--- src/rtl/toast_timer_pwm_ch.sv ---
// Toaster cook timer with heater PWM.
// Loads a clamped cook time, counts it down in seconds under an
// IDLE/RUNNING/PAUSED state machine, and drives a heater PWM whose duty
// is only updated at period boundaries or on (re)entry to RUNNING.
//
// Ports:
//   clk        system clock
//   reset      synchronous, active-high reset
//   write      load request for time_in (accepted in IDLE only)
//   time_in    cook time in seconds, clamped to MAX_TIME
//   write_ack  one-cycle acknowledge of an accepted write
//   dc_in      heater duty in PWM_PERIOD counts
//   start      start from IDLE, or resume from PAUSED
//   pause      pause while RUNNING
//   stop       abort to IDLE and clear the time
//   pwm        heater drive
//   running    high in RUNNING
//   done       one-cycle pulse when the countdown reaches 0
//   t_disp     {minutes, tens, ones} BCD of the remaining time
module toast_timer_pwm_ch #(
    parameter int unsigned TICKS_PER_SEC = 2000,
    parameter int unsigned PWM_PERIOD    = 256,
    parameter int unsigned DC_W          = 8,
    parameter int unsigned TIME_W        = 10,
    parameter int unsigned MAX_TIME      = 599
) (
    input  logic              clk,
    input  logic              reset,
    input  logic              write,
    input  logic [TIME_W-1:0] time_in,
    output logic              write_ack,
    input  logic [DC_W-1:0]   dc_in,
    input  logic              start,
    input  logic              pause,
    input  logic              stop,
    output logic              pwm,
    output logic              running,
    output logic              done,
    output logic [11:0]       t_disp
);

    localparam int unsigned SEC_W = $clog2(TICKS_PER_SEC);
    localparam int unsigned PWM_W = $clog2(PWM_PERIOD);
    localparam int unsigned REM_W = (MAX_TIME > 1) ? $clog2(MAX_TIME + 1) : 1;
    localparam int unsigned CMP_W = ((DC_W > PWM_W) ? DC_W : PWM_W) + 1;

    typedef enum logic [1:0] {
        S_IDLE    = 2'd0,
        S_RUNNING = 2'd1,
        S_PAUSED  = 2'd2
    } state_t;

    state_t            state, state_n;
    logic [REM_W-1:0]  remaining, remaining_n;
    logic [SEC_W-1:0]  sec_ctr, sec_ctr_n;
    logic [PWM_W-1:0]  pwm_ctr, pwm_ctr_n;
    logic [DC_W-1:0]   dc_q, dc_q_n;
    logic              write_ack_n;
    logic              done_n;

    logic [REM_W-1:0]  load_val;
    logic              sec_wrap;
    logic              pwm_wrap;
    logic [31:0]       rem32;

    // Clamp the requested time so the minutes digit never exceeds 9
    always_comb begin
        if (32'(time_in) > MAX_TIME) begin
            load_val = REM_W'(MAX_TIME);
        end else begin
            load_val = REM_W'(time_in);
        end
    end

    assign sec_wrap = (sec_ctr == SEC_W'(TICKS_PER_SEC - 1));
    assign pwm_wrap = (pwm_ctr == PWM_W'(PWM_PERIOD - 1));

    // State and datapath registers
    always_ff @(posedge clk) begin
        if (reset) begin
            state     <= S_IDLE;
            remaining <= '0;
            sec_ctr   <= '0;
            pwm_ctr   <= '0;
            dc_q      <= '0;
            write_ack <= 1'b0;
            done      <= 1'b0;
        end else begin
            state     <= state_n;
            remaining <= remaining_n;
            sec_ctr   <= sec_ctr_n;
            pwm_ctr   <= pwm_ctr_n;
            dc_q      <= dc_q_n;
            write_ack <= write_ack_n;
            done      <= done_n;
        end
    end

    // Next-state: stop beats everything; write only matters in IDLE
    always_comb begin
        state_n     = state;
        remaining_n = remaining;
        sec_ctr_n   = sec_ctr;
        pwm_ctr_n   = pwm_ctr;
        dc_q_n      = dc_q;
        write_ack_n = 1'b0;
        done_n      = 1'b0;

        if (stop) begin
            state_n     = S_IDLE;
            remaining_n = '0;
            sec_ctr_n   = '0;
            pwm_ctr_n   = '0;
        end else begin
            case (state)
                S_IDLE: begin
                    if (write) begin
                        remaining_n = load_val;
                        write_ack_n = 1'b1;
                    end else if (start && (remaining != '0)) begin
                        state_n   = S_RUNNING;
                        sec_ctr_n = '0;
                        pwm_ctr_n = '0;
                        dc_q_n    = dc_in;
                    end
                end
                S_RUNNING: begin
                    if (pause) begin
                        state_n = S_PAUSED;
                    end else begin
                        sec_ctr_n = sec_wrap ? '0 : sec_ctr + SEC_W'(1);
                        pwm_ctr_n = pwm_wrap ? '0 : pwm_ctr + PWM_W'(1);
                        // New duty only takes effect at the period boundary
                        if (pwm_wrap) begin
                            dc_q_n = dc_in;
                        end
                        if (sec_wrap) begin
                            remaining_n = remaining - REM_W'(1);
                            if (remaining == REM_W'(1)) begin
                                state_n = S_IDLE;
                                done_n  = 1'b1;
                            end
                        end
                    end
                end
                S_PAUSED: begin
                    // Resume keeps the partial second in sec_ctr
                    if (start) begin
                        state_n = S_RUNNING;
                        dc_q_n  = dc_in;
                    end
                end
                default: begin
                    state_n = S_IDLE;
                end
            endcase
        end
    end

    assign running = (state == S_RUNNING);

    // Wide compare so large duties saturate to always-on
    assign pwm = running && (CMP_W'(pwm_ctr) < CMP_W'(dc_q));

    // BCD split of the remaining seconds
    assign rem32  = 32'(remaining);
    assign t_disp = {4'(rem32 / 32'd60),
                     4'((rem32 % 32'd60) / 32'd10),
                     4'((rem32 % 32'd60) % 32'd10)};

endmodule

--- config.mk ---
export PLATFORM = sky130hd
export DESIGN_NAME = toast_timer_pwm_ch
export DESIGN_NICKNAME = d
export VERILOG_FILES = /design/src/rtl/toast_timer_pwm_ch.sv
export SDC_FILE = /design/constraint.sdc
export NUM_CORES = 1
export LEC_CHECK = 0
export ABC_AREA = 1
export ABC_CLOCK_PERIOD_IN_PS = 3900
export CAP_MARGIN = 40
export CORE_UTILIZATION = 38
export CTS_CLUSTER_DIAMETER = 150
export DETAILED_ROUTE_END_ITERATION = 8
export PLACE_DENSITY_LB_ADDON = 0.05
export SYNTH_ARGS = -nofsm -noshare
export SYNTH_HDL_FRONTEND = slang
export SYNTH_SLANG_ARGS = --single-unit
--- constraint.sdc ---
create_clock -name clk -period 3.9 [get_ports clk]
set_clock_uncertainty 0.05 [all_clocks]
set_input_delay 0.585 -clock clk [delete_from_list [all_inputs] [get_ports clk]]
set_output_delay 0.585 -clock clk [all_outputs]
set_load 0.02 [all_outputs]
==> reports/metrics.yaml, run 1 <==
drc: 0
tritoncts: "done"
violations: "setup timing"
rsz0062_at_grt: "true"
drtAntennaViolNets: 0
p_total_w: 0.001527
r2r_start: "remaining[5]$_SDFFE_PP0P_"
fp.dieW_um: 95.66
ys_seq_area_frac: 0.2462
cp.required_ns: 3.26
routedWlPerCell_um: 11.80
cts_made_buffers: 5
r2r-end: "pwm_ctr[7]$_SDFFE_PP0P_"
crit_start: "remaining[7]$_SDFFE_PP0P_"
power_leakage_nw: 2.033
synthTopCellsByCount: "nand2_1, inv_1, nand3_1, dfxtp_1"
hold_class: "reg -> reg"
synth_cell_types: 45
synth_edf_count: 0
grt_antenna_before_repair: 0
synth_most_common_cell: "nand2_1"
port_buffers: 39
holdWs_ns: 0.3996
finalNetCount: 643
avgViaCountPerCell: 4.979
dr.first_iter.drc_count: 152
end_kind: "output port"
fill_cells: 814
netlist_instances: 509
grt_pass1_vias: 3303
die_area_mm2: 0.009150
start_kind: "flip-flop"
max-vdd-ir-drop_mv: 0.2466
yosys.area.top_type: "dfxtp_1"
cts.sinks: 41
hold_viol: 0
clock.fmax_mhz: 206.0
grt_pass1_wl_um: 14350
ff2ff_path_depth: 12
relSlewSlack: 0.5916
seq_area_um2: 824.5
dp.cells: 693
die_h_um: 95.66
ys.flop_type: "dfxtp_1"
fp.coreArea_mm2: 0.008341
avgSynthCellArea_um2: 6.549
yosys-top-cells-area: "dfxtp_1, nand2_1, inv_1, nand3_1, nand2_2"
cpMostUsedCell: "nand2_4"
cp-endpoint: "t_disp[4]"
track_usage: 0.1947
tightest_slew_ns: 0.6062
pwr_density_cell_mw_per_mm2: 334.0
drv_slew: 0
netlist_area_mm2: 0.003333
dpl_worst_slack_ns: -1.169
insertion_delay_ns: 0.29
htreeDepth: 2
fin_ws_ns: -0.9549
synth_seq_cells: 41
rows: 33
cp_data_arrival_time_ns: 4.22
yosysWarnings: 0
grt_max_degree: 18
crit_fanout: 6
finalCriticalPeriod_ns: 4.855
cts.path.max_buffers: 2
root_buffer: "clkbuf_8"
dp_hpwl_um: 6350
drt-total-wl_um: 8393
outcome: "finished with violations"
pin_count: 40
via_count: 3540
syn_nets: 547
cp_slowest_cell: "dfxtp_2"
crit_type: "reg -> out"
critPathBufInv: 5
final_cells: 711
async_flop_share: 0
layout-drive-gt1-share: 0.3036
period_share: 1.245
routabilityCongestion: 0.8139
synth_top_area_share: 0.2462
area.growth.synth_to_final_pct: 37.20
initial_core_util: 0.3996
setup_violations: 7
critical_path_depth: 39
maxCapViolations: 0
antenna_cells: 0
clk_pin_slew_ns: 0.08
max_stage_delay_ns: 0.37
multi_input_area_mm2: 0.002384
grt_overflow: 0
reg2reg_slack_ns: 1.25
crit_family: "simple AND/OR/NAND/NOR gates"
drt-pass1-iter-count: 4
-- worst min-delay path, cell delays in order, from the launching register on --
cell and delay (ns):
dfxtp_1 0.32, inv_1 0.05, a21oi_1 0.05
-- routing by layer --
layer | share of wire | GRT usage
met2 | 0.49 | 0.3518
met4 | 0.016 | 0.05473
met3 | 0.032 | 0.02791
met5 | 0 | 0
met1 | 0.46 | 0.2380
-- power breakdown --
group          internal (W)  switching, W  leakage [nW]  total (W)
sequential         0.000435     0.0000112         0.334   0.000446
clock              0.000124      0.000147        0.0450   0.000271
combinational      0.000360      0.000451          1.65   0.000810
-- layout make-up --
type                    instances  area share
clock buffers                   6     0.01587
clock inverters                 2    0.002189
inverters                      74     0.06183
multi-input cells             381      0.5212
flip-flops and latches         41      0.1803
well taps                     105     0.02873
repair buffers                102      0.1899
-- cell families after synthesis --
family / Yosys count / share of synthesized area
XOR/XNOR: 5 / 0.01314
buffers and inverters: 87 / 0.1051
flip-flops: 41 / 0.2462
AO/OA/AOI/OAI: 104 / 0.1896
adder cells (fa/ha/maj): 14 / 0.05255
AND/OR/NAND/NOR: 258 / 0.3934
-- worst min path at each step --
stage                     cells after the start                   end  slack, ns            startpoint
final                                         2  dc_q[0]$_SDFFE_PP0P_       0.40  dc_q[0]$_SDFFE_PP0P_
after CTS                                     2  dc_q[0]$_SDFFE_PP0P_       0.40  dc_q[0]$_SDFFE_PP0P_
after global placement                        2  dc_q[0]$_SDFFE_PP0P_       0.38  dc_q[0]$_SDFFE_PP0P_
after detailed placement                      2  dc_q[0]$_SDFFE_PP0P_       0.38  dc_q[0]$_SDFFE_PP0P_
after floorplan                               2  dc_q[0]$_SDFFE_PP0P_       0.37  dc_q[0]$_SDFFE_PP0P_
after global routing                          2  dc_q[0]$_SDFFE_PP0P_       0.44  dc_q[0]$_SDFFE_PP0P_
-- timing repair --
action                                  4_1_cts  5_1_grt
pin swaps                                     6        7
buffers inserted                              8        2
endpoints found under the setup margin        8        8
resized for setup                            60       23
hold buffers                                  0        0
-- through the flow --
step                  util  TNS [ns]  cell area (µm²)
floorplan                -    -3.134             3415
global placement    0.5096    -5.320             4250
detailed placement  0.5096    -5.927             4250
CTS                 0.5377    -5.155             4484
global route        0.5483    -7.662             4573
finish              0.5483    -5.393             4573
-- layout by cell type, fill, tap and decap left out, drive strengths merged --
cell,count
nor2,48
o211ai,2
nand3b,3
nand4,13
o21ai,40
clkbuf,7
a31o,1
dfxtp,41
nand3,47
xor2,3
nor3,18
ha,14
inv,73
o21bai,3
a21boi,1
clkinv,3
dlygate4sd2,1
a32o,1
nor4,2
xnor2,2
or4,1
o31ai,2
a21oi,37
nand2,122
and2,1
a2111oi,1
a41oi,1
a31oi,6
buf,69
a221oi,3
or2,3
a211oi,6
clkdlybuf4s50,31
-- flip-flops by register name (all words and copies together), names as in the netlist --
name and flops:
done 1, sec_ctr 11, remaining 10, dc_q 8
state 2, write_ack 1, pwm_ctr 8
Note: power is estimated with default switching activity, not from simulation.
==> run 2: changes to the inputs <==
--- a/config.mk
+++ b/config.mk
@@ -11,7 +11,6 @@
 export CORE_UTILIZATION = 38
 export CTS_CLUSTER_DIAMETER = 150
 export DETAILED_ROUTE_END_ITERATION = 8
-export PLACE_DENSITY_LB_ADDON = 0.05
 export SYNTH_ARGS = -nofsm -noshare
 export SYNTH_HDL_FRONTEND = slang
 export SYNTH_SLANG_ARGS = --single-unit
==> reports/metrics.yaml, run 2 (same netlist as run 1, synthesis figures left out) <==
clk_pin_slew_ns: 0.09  # about the same
layout-drive-gt1-share: 0.2954  # -0.008251
rsz0062_at_grt: "true"
relSlewSlack: 0.5650  # -0.02664
tightest_slew_ns: 0.6458  # +0.03955 ns
htreeDepth: 2  # unchanged
finalCriticalPeriod_ns: 4.874  # +0.01954 ns
busiest_layer: "met2"
end_kind: "output port"
grt_util_met1: 0.2512  # +0.01320
holdWs_ns: 0.3977  # -0.001958 ns
crit_type: "reg -> out"
track_usage: 0.1997  # +0.005075
tritoncts: "done"
hold_viol: 0  # unchanged
cts.path.max_buffers: 2  # unchanged
drt-total-wl_um: 8369  # -0.29%
finalCoreUtilization: 0.5420  # -0.006301
layout_commonest_cell: "nand2_1"
cp_data_arrival_time_ns: 4.24  # +0.02 ns
area.growth.synth_to_final_pct: 35.62
insertion_delay_ns: 0.30  # about the same
port_buffers: 39  # unchanged
pwr_density_cell_mw_per_mm2: 338.5  # +1.4%
drv_slew: 0  # unchanged
dr.first_iter.drc_count: 152  # unchanged
power_leakage_nw: 1.988  # -2.2%
routedWlPerCell_um: 11.77  # -0.29%
largest_register_ff_count: 11  # unchanged
initial_core_util: 0.3996  # unchanged
maxCapViolations: 0  # unchanged
drc: 0  # unchanged
cpMostUsedCell: "nand2_4"
fp.dieW_um: 95.66  # unchanged
grt_overflow: 0  # unchanged
hold_buffers: 0  # unchanged
antenna_cells: 0  # unchanged
finalNetCount: 643  # unchanged
grt_pass1_wl_um: 14700  # +2.4%
dpl_worst_slack_ns: -1.123  # +0.04616 ns
drtAntennaViolNets: 0  # unchanged
root_buffer: "clkbuf_8"
dp_hpwl_um: 6371  # +0.34%
via_count: 3577  # +1.0%
start_kind: "flip-flop"
routabilityCongestion: 0.8212  # +0.90%
fp.coreArea_mm2: 0.008341  # unchanged
die_area_mm2: 0.009150  # unchanged
pin_count: 40  # unchanged
setup_violations: 6  # -1
layout.cells.most_common_list: "nand2_1, buf_4, inv_1"
fin_ws_ns: -0.9744  # -0.01954 ns
max-vdd-ir-drop_mv: 0.1732  # -30%
grt_max_degree: 18  # unchanged
p_total_w: 0.001530  # +0.21%
violations: "setup timing"
largestRegisters: "sec_ctr: 11 flops, remaining: 10 flops"
hold_class: "reg -> reg"
avgViaCountPerCell: 5.031  # +1.0%
period_share: 1.250  # +0.005010
crit_fanout: 6  # unchanged
grt_pass1_vias: 3410  # +3.2%
clock.fmax_mhz: 205.2  # -0.40%
drt-pass1-iter-count: 5  # +1
cp_slowest_cell: "dfxtp_2"
cts.sinks: 41  # unchanged
fin_setup_tns_ns: -5.186  # +0.2063 ns
use_met2: 0.3577  # +0.005952
cts_made_buffers: 5  # unchanged
outcome: "finished with violations"
fill_cells: 849  # +4.3%
grt_antenna_before_repair: 0  # unchanged
regMostFlops: "sec_ctr"
rows: 33  # unchanged
max_stage_delay_ns: 0.37  # about the same
grt_use_met3: 0.02233  # -0.005582
die_h_um: 95.66  # unchanged
cp.required_ns: 3.26  # about the same
## run 2: cell count changes in the layout (fill, tap and decap cells not counted), sizes merged
cell,change
buf,+1
clkbuf,-1
clkdlybuf4s15,+1
dlygate4sd2,-1
## run 2: path summary, 6_finish.rpt
kind	endpoint	cells past startpoint	startpoint	slack (ns)
setup / recovery	t_disp[1]	42	remaining[7]$_SDFFE_PP0P_	-0.97
hold / removal	dc_q[0]$_SDFFE_PP0P_	2	dc_q[0]$_SDFFE_PP0P_	0.40
setup reg to reg	pwm_ctr[7]$_SDFFE_PP0P_	12	remaining[5]$_SDFFE_PP0P_	1.15
hold reg to reg	dc_q[0]$_SDFFE_PP0P_	2	dc_q[0]$_SDFFE_PP0P_	0.40
## run 2: layout make-up
| type | instances | area (µm²) | share of cell area |
|---|---|---|---|
| clock inverter | 2 | 13.76 | 0.003045 |
| sequential | 41 | 824.5 | 0.1824 |
| inverter | 74 | 280.3 | 0.06200 |
| timing repair buffer | 102 | 865.8 | 0.1915 |
| clock buffer | 6 | 82.58 | 0.01827 |
| multi-input combinational | 381 | 2322 | 0.5137 |
| tap | 105 | 131.4 | 0.02906 |
## run 2: metrics by stage
stage / instance area (µm²) / instances
final: 4521 / 711
after global routing: 4521 / 711
after CTS: 4473 / 710
after detailed placement: 4250 / 693
after global placement: 4250 / 693
after floorplan: 3415 / 509
## run 2: power by group
group | internal, W | leakage, nW | switching [W]
Sequential | 0.000435 | 0.334 | 0.0000111
Clock | 0.000143 | 0.0512 | 0.000153
Combinational | 0.000346 | 1.60 | 0.000443
## run 2: worst max-delay path, delay by kind of cell, from the launching register on
family	cells	cell delay (ns)
adders and majority gates	1	0.21
DFF	1	0.37
buffers and inverters	5	0.38
and+or+nand+nor	35	2.71
AOI/OAI and AO/OA	1	0.27
## run 2: routing by layer
| metal | share of wire | wire [µm] |
|---|---|---|
| met5 | 0 | 0 |
| met4 | 0.0093 | 78 |
| met3 | 0.023 | 192 |
| met2 | 0.50 | 4144 |
| met1 | 0.47 | 3955 |
## run 2: repair_timing
| item | in CTS | in global routing |
|---|---|---|
| endpoints found under the setup margin | 8 | 8 |
| pin swaps | 13 | 7 |
| gates resized for setup | 53 | 17 |
| setup buffers | 9 | 1 |
==> run 3: changes to the inputs <==
--- a/config.mk
+++ b/config.mk
@@ -8,9 +8,10 @@
 export ABC_AREA = 1
 export ABC_CLOCK_PERIOD_IN_PS = 3900
 export CAP_MARGIN = 40
-export CORE_UTILIZATION = 38
+export CORE_UTILIZATION = 51
 export CTS_CLUSTER_DIAMETER = 150
 export DETAILED_ROUTE_END_ITERATION = 8
+export PLACE_DENSITY = 0.77
 export SYNTH_ARGS = -nofsm -noshare
 export SYNTH_HDL_FRONTEND = slang
 export SYNTH_SLANG_ARGS = --single-unit
==> reports/metrics.yaml, run 3 (same netlist as run 1, synthesis figures left out) <==
routabilityCongestion: 0.8923  # +8.7%
track_usage: 0.2521  # +0.05238
htreeDepth: 2  # unchanged
grt_overflow: 0  # unchanged
fin_ws_ns: -1.024  # -0.04990 ns
cp_data_arrival_time_ns: 4.29  # +0.05 ns
start_kind: "flip-flop"
rsz0062_at_grt: "true"
end_kind: "output port"
hold_viol: 0  # unchanged
tightest_slew_ns: 0.5574  # -0.08836 ns
cts.path.max_buffers: 2  # unchanged
crit_type: "reg -> out"
finalNetCount: 644  # +0.16%
drt-total-wl_um: 8747  # +4.5%
rows: 29  # -12%
fin_setup_tns_ns: -5.202  # -0.01568 ns
clk_pin_slew_ns: 0.08  # about the same
hold_class: "reg -> reg"
setup_violations: 7  # +1
drt-pass1-iter-count: 7  # +2
fill_cells: 505  # -41%
routedWlPerCell_um: 12.79  # +8.6%
crit_fanout: 6  # unchanged
antenna_cells: 0  # unchanged
cp.required_ns: 3.26  # about the same
power_leakage_nw: 2.064  # +3.8%
drc: 0  # unchanged
grt_pass1_wl_um: 14900  # +1.4%
avgViaCountPerCell: 5.519  # +9.7%
violations: "setup timing"
relSlewSlack: 0.6245  # +0.05953
dpl_cell_area_mm2: 0.004208  # -1.0%
layout-drive-gt1-share: 0.3048  # +0.009398
clock.fmax_mhz: 203.1  # -1.0%
drv_slew: 0  # unchanged
dp_hpwl_um: 6423  # +0.81%
via_count: 3775  # +5.5%
pin_count: 40  # unchanged
met1_length_um: 3841  # -2.9%
dr.first_iter.drc_count: 164  # +7.9%
dr_wl_met3_um: 295  # +54%
multi_input_area_mm2: 0.002389  # +2.9%
die_area_mm2: 0.006863  # -25%
cts_made_buffers: 5  # unchanged
regMostFlops: "sec_ctr"
crit_family: "simple AND/OR/NAND/NOR gates"
maxCapViolations: 0  # unchanged
max_stage_delay_ns: 0.36  # about the same
initial_core_util: 0.5279  # +0.1283
largestRegisters: "sec_ctr: 11 flops, remaining: 10 flops"
pwr_density_cell_mw_per_mm2: 357.4  # +5.6%
layout_commonest_cell: "nand2_1"
cpMostUsedCell: "nand2_2"
die_h_um: 82.85  # -13%
insertion_delay_ns: 0.30  # about the same
layout.cells.most_common_list: "nand2_1, buf_4, inv_1"
cts.sinks: 41  # unchanged
critPathBufInv: 7  # +2
outcome: "finished with violations"
tritoncts: "done"
seq_area_um2: 824.5  # unchanged
period_share: 1.263  # +0.01280
area.growth.synth_to_final_pct: 37.84
drtAntennaViolNets: 0  # unchanged
max-vdd-ir-drop_mv: 0.3433  # +98%
finalCriticalPeriod_ns: 4.924  # +0.04990 ns
grt_pass1_vias: 3521  # +3.3%
dpl_worst_slack_ns: -1.155  # -0.03160 ns
grt_antenna_before_repair: 0  # unchanged
fp.dieW_um: 82.85  # -13%
topRoutingLayerUsed: "met4"
largest_register_ff_count: 11  # unchanged
fin_area_mm2: 0.004594  # +1.6%
cp_slowest_cell: "dfxtp_2"
root_buffer: "clkbuf_8"
fp.coreArea_mm2: 0.006314  # -24%
finalCoreUtilization: 0.7277  # +0.1857
port_buffers: 39  # unchanged
grt_max_degree: 18  # unchanged
met2_length_um: 4403  # +6.3%
-- run 3: cell types whose count changed in the layout (fill, tap and decap cells not counted), moves of 2 or more --
cell     before  now
nand2_2      33   29
nand3_1      36   34
nand2_4      17   23
nand2_1      72   70
buf_4        63   61
nor2_1       36   34
buf_6         6    9
-- run 3: path summary, 6_finish.rpt --
| path | slack [ns] | cells after the start | end | from |
|---|---|---|---|---|
| max reg2reg | 1.19 | 11 | sec_ctr[10]$_SDFFE_PP0P_ | remaining[1]$_SDFFE_PP0P_ |
| min | 0.41 | 2 | dc_q[7]$_SDFFE_PP0P_ | dc_q[7]$_SDFFE_PP0P_ |
| max | -1.02 | 40 | t_disp[3] | remaining[7]$_SDFFE_PP0P_ |
| min reg2reg | 0.41 | 2 | dc_q[7]$_SDFFE_PP0P_ | dc_q[7]$_SDFFE_PP0P_ |
-- run 3: metal layers --
metal,vias to the layer above,track usage
li1,1902,-
met1,1754,0.3016
met2,93,0.4620
met3,26,0.03082
met4,0,0.08621
met5,-,0
-- run 3: worst min-delay path: stages (launching register included) --
cell and delay (ns):
dfxtp_1 0.30, inv_1 0.06, a21oi_1 0.06
-- run 3: final cells by class --
type                            instances  area share
Multi-Input combinational cell        381      0.5199
Inverter                               74     0.06100
Sequential cell                        41      0.1795
Tap cell                               77     0.02097
Clock buffer                            7     0.01879
Timing Repair Buffer                  103      0.1934
Clock inverter                          1    0.006536
-- run 3: where the power goes --
group,internal (W),switching (W)
logic,0.000372,0.000469
registers,0.000435,0.0000108
clock network,0.000209,0.000147
-- run 3: timing repair --
item                                    CTS  global route
resized for setup                        64            21
pin swaps                                10             9
buffers inserted                          8             4
endpoints found under the setup margin    8             8
hold buffers                              0             0
-- run 3: per-stage QoR --
stage          power [W]  instances  hold slack [ns]
2_1_floorplan  0.0009118        509           0.3699
3_5_place_dp    0.001152        664           0.3988
5_1_grt         0.001733        684           0.4270
3_3_place_gp    0.001137        664           0.3786
4_1_cts         0.001541        680           0.4105
6_report        0.001642        684           0.4102
